<file path="src/rtl/mem_arb_pkg.sv">
// Shared types for the memory port arbiter: FSM state encoding.
package mem_arb_pkg;

   localparam int unsigned ARB_STATE_W = 2;

   typedef enum logic [ARB_STATE_W-1:0] {
      ARB_IDLE    = 2'd0,
      ARB_SERVE_I = 2'd1,
      ARB_SERVE_D = 2'd2
   } arb_state_e;

endpackage

</file>
<file path="src/rtl/mem_port_arbiter.sv">
// Shares one multi-cycle memory port between instruction fetch and the memory stage.
// D-side has priority; a saturating loss counter forces an I grant after MAX_I_WAIT losses.
module mem_port_arbiter
   import mem_arb_pkg::*;
#(
   parameter int unsigned ADDR_W     = 32,
   parameter int unsigned DATA_W     = 32,
   parameter int unsigned MAX_I_WAIT = 4
) (
   input  logic              clk_i,
   input  logic              rst_i,
   input  logic              i_req_i,
   input  logic [ADDR_W-1:0] i_addr_i,
   output logic [DATA_W-1:0] i_rdata_o,
   output logic              i_ready_o,
   input  logic              d_req_i,
   input  logic              d_we_i,
   input  logic [ADDR_W-1:0] d_addr_i,
   input  logic [DATA_W-1:0] d_wdata_i,
   output logic [DATA_W-1:0] d_rdata_o,
   output logic              d_ready_o,
   output logic              mem_req_o,
   output logic              mem_we_o,
   output logic [ADDR_W-1:0] mem_addr_o,
   output logic [DATA_W-1:0] mem_wdata_o,
   input  logic [DATA_W-1:0] mem_rdata_i,
   input  logic              mem_ready_i,
   output logic              stall_f_o,
   output logic              stall_m_o
);

   localparam int unsigned      CNT_W   = $clog2(MAX_I_WAIT + 1);
   localparam logic [CNT_W-1:0] CNT_MAX = CNT_W'(MAX_I_WAIT);

   arb_state_e        state_q, state_d;
   logic [CNT_W-1:0]  cnt_q, cnt_d;
   logic [ADDR_W-1:0] addr_q, addr_d;
   logic              we_q, we_d;
   logic [DATA_W-1:0] wdata_q, wdata_d;
   logic              grant_i, grant_d;
   logic              i_starved;
   logic              serving;

   assign i_starved = i_req_i && (cnt_q == CNT_MAX);

   always_comb begin
      state_d = state_q;
      cnt_d   = cnt_q;
      addr_d  = addr_q;
      we_d    = we_q;
      wdata_d = wdata_q;
      grant_i = 1'b0;
      grant_d = 1'b0;
      unique case (state_q)
         ARB_IDLE: begin
            if (d_req_i && !i_starved) begin
               grant_d = 1'b1;
            end else if (i_req_i) begin
               grant_i = 1'b1;
            end
            if (grant_d) begin
               state_d = ARB_SERVE_D;
               addr_d  = d_addr_i;
               we_d    = d_we_i;
               wdata_d = d_wdata_i;
               // Count only losses that actually delayed a pending fetch.
               if (i_req_i && (cnt_q != CNT_MAX)) begin
                  cnt_d = cnt_q + 1'b1;
               end
            end else if (grant_i) begin
               state_d = ARB_SERVE_I;
               addr_d  = i_addr_i;
               we_d    = 1'b0;
               wdata_d = '0;
               cnt_d   = '0;
            end
         end
         ARB_SERVE_I, ARB_SERVE_D: begin
            if (mem_ready_i) begin
               state_d = ARB_IDLE;
            end
         end
         default: state_d = ARB_IDLE;
      endcase
   end

   always_ff @(posedge clk_i or negedge rst_i) begin
      if (!rst_i) begin
         state_q <= ARB_IDLE;
         cnt_q   <= '0;
         addr_q  <= '0;
         we_q    <= 1'b0;
         wdata_q <= '0;
      end else begin
         state_q <= state_d;
         cnt_q   <= cnt_d;
         addr_q  <= addr_d;
         we_q    <= we_d;
         wdata_q <= wdata_d;
      end
   end

   assign serving     = (state_q != ARB_IDLE);
   assign mem_req_o   = serving;
   assign mem_we_o    = serving && we_q;
   assign mem_addr_o  = addr_q;
   assign mem_wdata_o = wdata_q;

   // A dropped request (flush) suppresses the pulse and the data.
   assign i_ready_o = (state_q == ARB_SERVE_I) && mem_ready_i && i_req_i;
   assign d_ready_o = (state_q == ARB_SERVE_D) && mem_ready_i && d_req_i;
   assign i_rdata_o = i_ready_o ? mem_rdata_i : '0;
   assign d_rdata_o = d_ready_o ? mem_rdata_i : '0;

   // Gated by reset so every output is 0 while reset is held.
   assign stall_f_o = rst_i && i_req_i && !i_ready_o;
   assign stall_m_o = rst_i && d_req_i && !d_ready_o;

endmodule

</file>
<file path="config.mk">
export PLATFORM = sky130hd
export DESIGN_NAME = mem_port_arbiter
export DESIGN_NICKNAME = d
export VERILOG_FILES = /design/src/rtl/mem_arb_pkg.sv /design/src/rtl/mem_port_arbiter.sv
export SDC_FILE = /design/constraint.sdc
export NUM_CORES = 1
export LEC_CHECK = 0
export BUFFER_PORTS_ARGS = -buffer_cell sky130_fd_sc_hd__buf_2
export CAP_MARGIN = 20
export CORE_AREA = 2 2 103 105
export CTS_CLUSTER_SIZE = 10
export DETAILED_ROUTE_END_ITERATION = 7
export DIE_AREA = 0 0 105 107
export GPL_TIMING_DRIVEN = 0
export PLACE_DENSITY = 0.7
export SLEW_MARGIN = 40
export SYNTH_ARGS = -nofsm -noshare
export SYNTH_HDL_FRONTEND = slang
export SYNTH_SLANG_ARGS = --single-unit
export TNS_END_PERCENT = 10
</file>
<file path="constraint.sdc">
create_clock -name clk_i -period 3.2 [get_ports clk_i]
set_clock_uncertainty 0.05 [all_clocks]
set_input_delay 0.32 -clock clk_i [delete_from_list [all_inputs] [get_ports clk_i]]
set_output_delay 0.32 -clock clk_i [all_outputs]
set_load 0.05 [all_outputs]
</file>
# After elaboration in Yosys (flattened, before gate mapping)
# Cells that the tools add are included.
# classes
n_reduce_logical	22
mux	20
eq_ne	7
addsub	1
# ops
operator	count
$mux 32	6
$logic_and 1x1->1	12
$mux 3	3
$mux 1	7
$mux 2	3
$ne 3x3->1 const B	2
$pmux 2 s2	1
$reduce_and 2->1	2
$reduce_bool 2->1	2
$add 3x1->3 const B	1
$eq 3x3->1 const B	1
$logic_not 1->1	3
$reduce_and 3->1	1
$eq 2x1->1 const B	1
$eq 2x2->1 const B	1
$logic_not 2->1	1
$ne 2x1->1 const B	1
$ne 2x2->1 const B	1
$reduce_or 2->1	1
# word_totals
out_inout_bits	134
inputBits	134
register_bits	70

# Longest topological paths before layout
# logic_depth
depth_word	9
mapped_depth	7
depth_no_buf	5

# Least setup slack after synthesis
# Ideal clock, no wire load.
# synth_path
kind	reg2out
from	register state_q[1]
to	output i_rdata_o[22]
required_ns	2.830
slack_ns	0.932
path_buffers	1
arrival_time_ns	1.898
stages_incl_launch_ff	6
cell_sequence	dfrtp_1 inv_1 ha_1 and3_1 clkbuf_1 and2_1
# synth_via
elab_chain_len	4
# synth_lines
item	line	rtl
start: declaration	mem_port_arbiter.sv:35	arb_state_e state_q, state_d;
start signal: assignment	mem_port_arbiter.sv:95	state_q <= state_d;
$eq 2x1->1	mem_port_arbiter.sv:110	assign i_ready_o = (state_q == ARB_SERVE_I) && mem_ready_i && i_req_i;
$logic_and 1x1->1 (2 in a row)	mem_port_arbiter.sv:110	
net i_ready_o	mem_port_arbiter.sv:15	output logic i_ready_o,
$mux 32	mem_port_arbiter.sv:112	assign i_rdata_o = i_ready_o ? mem_rdata_i : '0;
end: declaration	mem_port_arbiter.sv:14	output logic [DATA_W-1:0] i_rdata_o,
# The timed path passes the listed nets, and every way through them passes these cells.

# Worst setup path after layout
# layout_path
from	register state_q[1]
to	output i_rdata_o[18]
# layout_via
elab_chain_len	4
# layout_lines
item	line
$eq 2x1->1	mem_port_arbiter.sv:110
$logic_and 1x1->1 (2 in a row)	mem_port_arbiter.sv:110
$mux 32	mem_port_arbiter.sv:112
# Every way passes these cells.

==> out/qor.yml <==
core_area_um2: 10100
status: "complete, no violations"
unrepaired_setup_endpoints_after_global_routing: "no"
synth.distinct_cells: 25
crit_fanout: 10
most_used_layer_global_route: "met2"
buffer_ports.inserted: 266
ys_async_sr_fraction_pct: 100
finalNonFillerCells: 709
number_of_antenna_violations_at_the_first_check_in_global_routing: 0
synth_ff_type: "dfrtp_1"
end_kind: "output port"
numCtsBuffers: 9
library_cell_with_the_highest_instance_count_after_synthesis: "dfrtp_1"
die_x_um: 105
initial_utilization_pct: 33.2
ctsHtreeMaxLevel: 3
global_route_met3_utilization_pct: 3.53
die_y_um: 107
syn2layout_area_growth_pct: 52.0
share_of_the_yosys_chip_area_belonging_to_registers_pct: 52.3
final_max_slew_viol_count: 0
fillerInstances: 986
power_leakage_nw: 2.89
post_drt_wl_per_cell_um: 15.4
critical_path.startpoint_type: "flip-flop"
period_share_pct: 74.0
timing.fmax_ghz: 0.422
internal_power_w: 0.00269
place_hpwl_um: 8720
cellPowerDensity_nw_per_um2: 1140
power.share.sequential_pct: 26.9
cts_tree: "done"
io_pins: 268
std_cell_rows: 37
vdd_ir_drop_max_mv: 0.639
route.final.wire_length_um: 10900
overflow: 0
grt_use_met2_pct: 35.2
max_slew_margin_pct: 75.6
synth-seq-cells: 70
clk_latency_ps: 340
reg2regPathDepth: 6
synth_enable_flop_cells: 0
grtUsageMet1_pct: 22.2
synthTopCellsByArea: "dfrtp_1 (52%), and2_1 (13%), a221o_1 (9.6%)"
die-area_um2: 11200
drive_gt1_share_pct: 53.4
vias: 3397
timing.max_cap.violations: 0
fin_worst_hold_slack_ps: 128
net-switching-power_w: 0.00311
cts-root-to-sink-buffers: 2
postRouteAntennaNets: 0
timing_worst_slew_pin_value_ps: 366
arrival_ps: 2000
global_route_total_usage_across_every_layer_pct: 19.0
placed_cells: 692
detailedRoute.firstIterationViolations: 169
synthesis.instances: 289
firstDrtPassIters: 4
clockRootBuffer: "clkbuf_8"
portion_of_total_power_attributed_to_combinational_logic_pct: 60.4
path_clk_slew_ps: 80
yosys_warnings: 0
insertedDiodeCount: 0
worstSetupPathType: "reg -> out"
finalCriticalPeriod_ps: 2370
synthesis.area_um2: 3350
synthDominantAreaCellType: "dfrtp_1"
final_weighted_congestion_of_routability_driven_global_placement: 0.867
yosys.area.top_type_share_pct: 52.3
avgSynthCellArea_um2: 11.6
post_cts_setup_buffers: 0
grt_first_pass_wirelength_um: 16900
whs_path_depth: 2
vias_in_the_first_global_route: 3389
timing.critical_path.required_ps: 2830
routed_via_count_divided_by_cell_count: 4.79
min_path_type: "in -> reg"
drcViolationCount: 0
synth_fp_nets: 428
finalNetCount: 707
finalHoldViolCount: 0
clock_sinks: 70
post_synth_most_frequent_cells: "dfrtp_1 (70), and2_1 (69), a22o_1 (35)"
setup_total_neg_slack_ps: 0
switching_share_pct: 53.6
grt_max_degree: 47
setup_violations: 0
clock_network_fraction_of_total_power_pct: 12.7
state kept, by name (all words and copies together), names as in the netlist:
register	flops
cnt_q	3
mem_addr_o	32
state_q	2
we_q	1
mem_wdata_o	32
logic make-up after synthesis:
group                    synth area share (%)
AO/OA/AOI/OAI                            20.7
XOR/XNOR                                0.262
adder cells (fa/ha/maj)                  1.87
buffers and inverters                    5.27
flip-flops                               52.3
AND/OR/NAND/NOR                          19.6
power groups by stage:
stage / clock network (W) / logic [W] / registers [W]
after floorplan: 0 / 0.00124 / 0.00296
after global placement: 0 / 0.00348 / 0.00155
after detailed placement: 0 / 0.00353 / 0.00156
after CTS: 0.000758 / 0.00353 / 0.00156
after global routing: 0.000796 / 0.00370 / 0.00161
final: 0.000739 / 0.00350 / 0.00156
per-stage QoR:
| stage | utilization (%) | total power (W) | instance area (µm²) | setup WS (ps) |
|---|---|---|---|---|
| after floorplan | - | 0.00420 | 3350 | 932 |
| after global placement | 48.1 | 0.00504 | 4850 | 717 |
| after detailed placement | 48.3 | 0.00509 | 4880 | 1180 |
| after CTS | 50.4 | 0.00585 | 5090 | 790 |
| after global routing | 50.4 | 0.00610 | 5090 | 682 |
| final | 50.4 | 0.00580 | 5090 | 833 |
worst paths after layout:
path / startpoint / end / slack (ps)
worst max-delay path: state_q[1] / i_rdata_o[18] / 830
worst min-delay path: d_wdata_i[10] / mem_wdata_o[10] / 130
worst max register to register: state_q[0] / mem_addr_o[25] / 1260
worst min register to register: we_q / we_q / 460
max in group asynchronous: rst_i / mem_addr_o[30] / 2210
min in group asynchronous: rst_i / mem_addr_o[9] / 370
area by class of cell:
cell class | instances | area [µm²] | share of cell area [%]
multi-input combinational | 189 | 1420 | 27.9
buffer | 25 | 158 | 3.10
sequential | 70 | 1750 | 34.4
tap | 136 | 170 | 3.34
clock buffer | 9 | 124 | 2.43
timing repair buffer | 268 | 1370 | 26.9
clock inverter | 7 | 80.1 | 1.57
inverter | 5 | 18.8 | 0.369
cell usage in the layout (no fill, tap or decap), types with 2 or more instances in the layout:
master,instances
and3_1,2
inv_6,3
inv_1,5
buf_2,277
buf_6,7
nor2_1,2
a21oi_1,2
a22o_1,35
a221o_1,32
dfrtp_1,70
nand2_1,5
clkinvlp_4,2
and2_0,27
clkbuf_1,6
ha_1,5
clkbuf_8,9
and2_1,69
critical path, cell delays in order (launching register included):
cell and delay [ps]:
dfrtp_1 410, inv_1 80, ha_1 150, and3_1 270
clkbuf_1 300, and2_1 180, buf_2 270
layer usage:
metal	wire, µm	part of all wire [%]
met5	0	0
met4	145	1.3
met3	735	6.7
met2	5700	52
met1	4350	40
repair_timing:
action / in CTS / in global routing
endpoints found under the setup margin: 0 / 0
resized for setup: 0 / 0
hold buffers: 1 / 0
hold endpoints to repair: 24 / 0
Note: power is estimated with default switching activity, not from simulation.
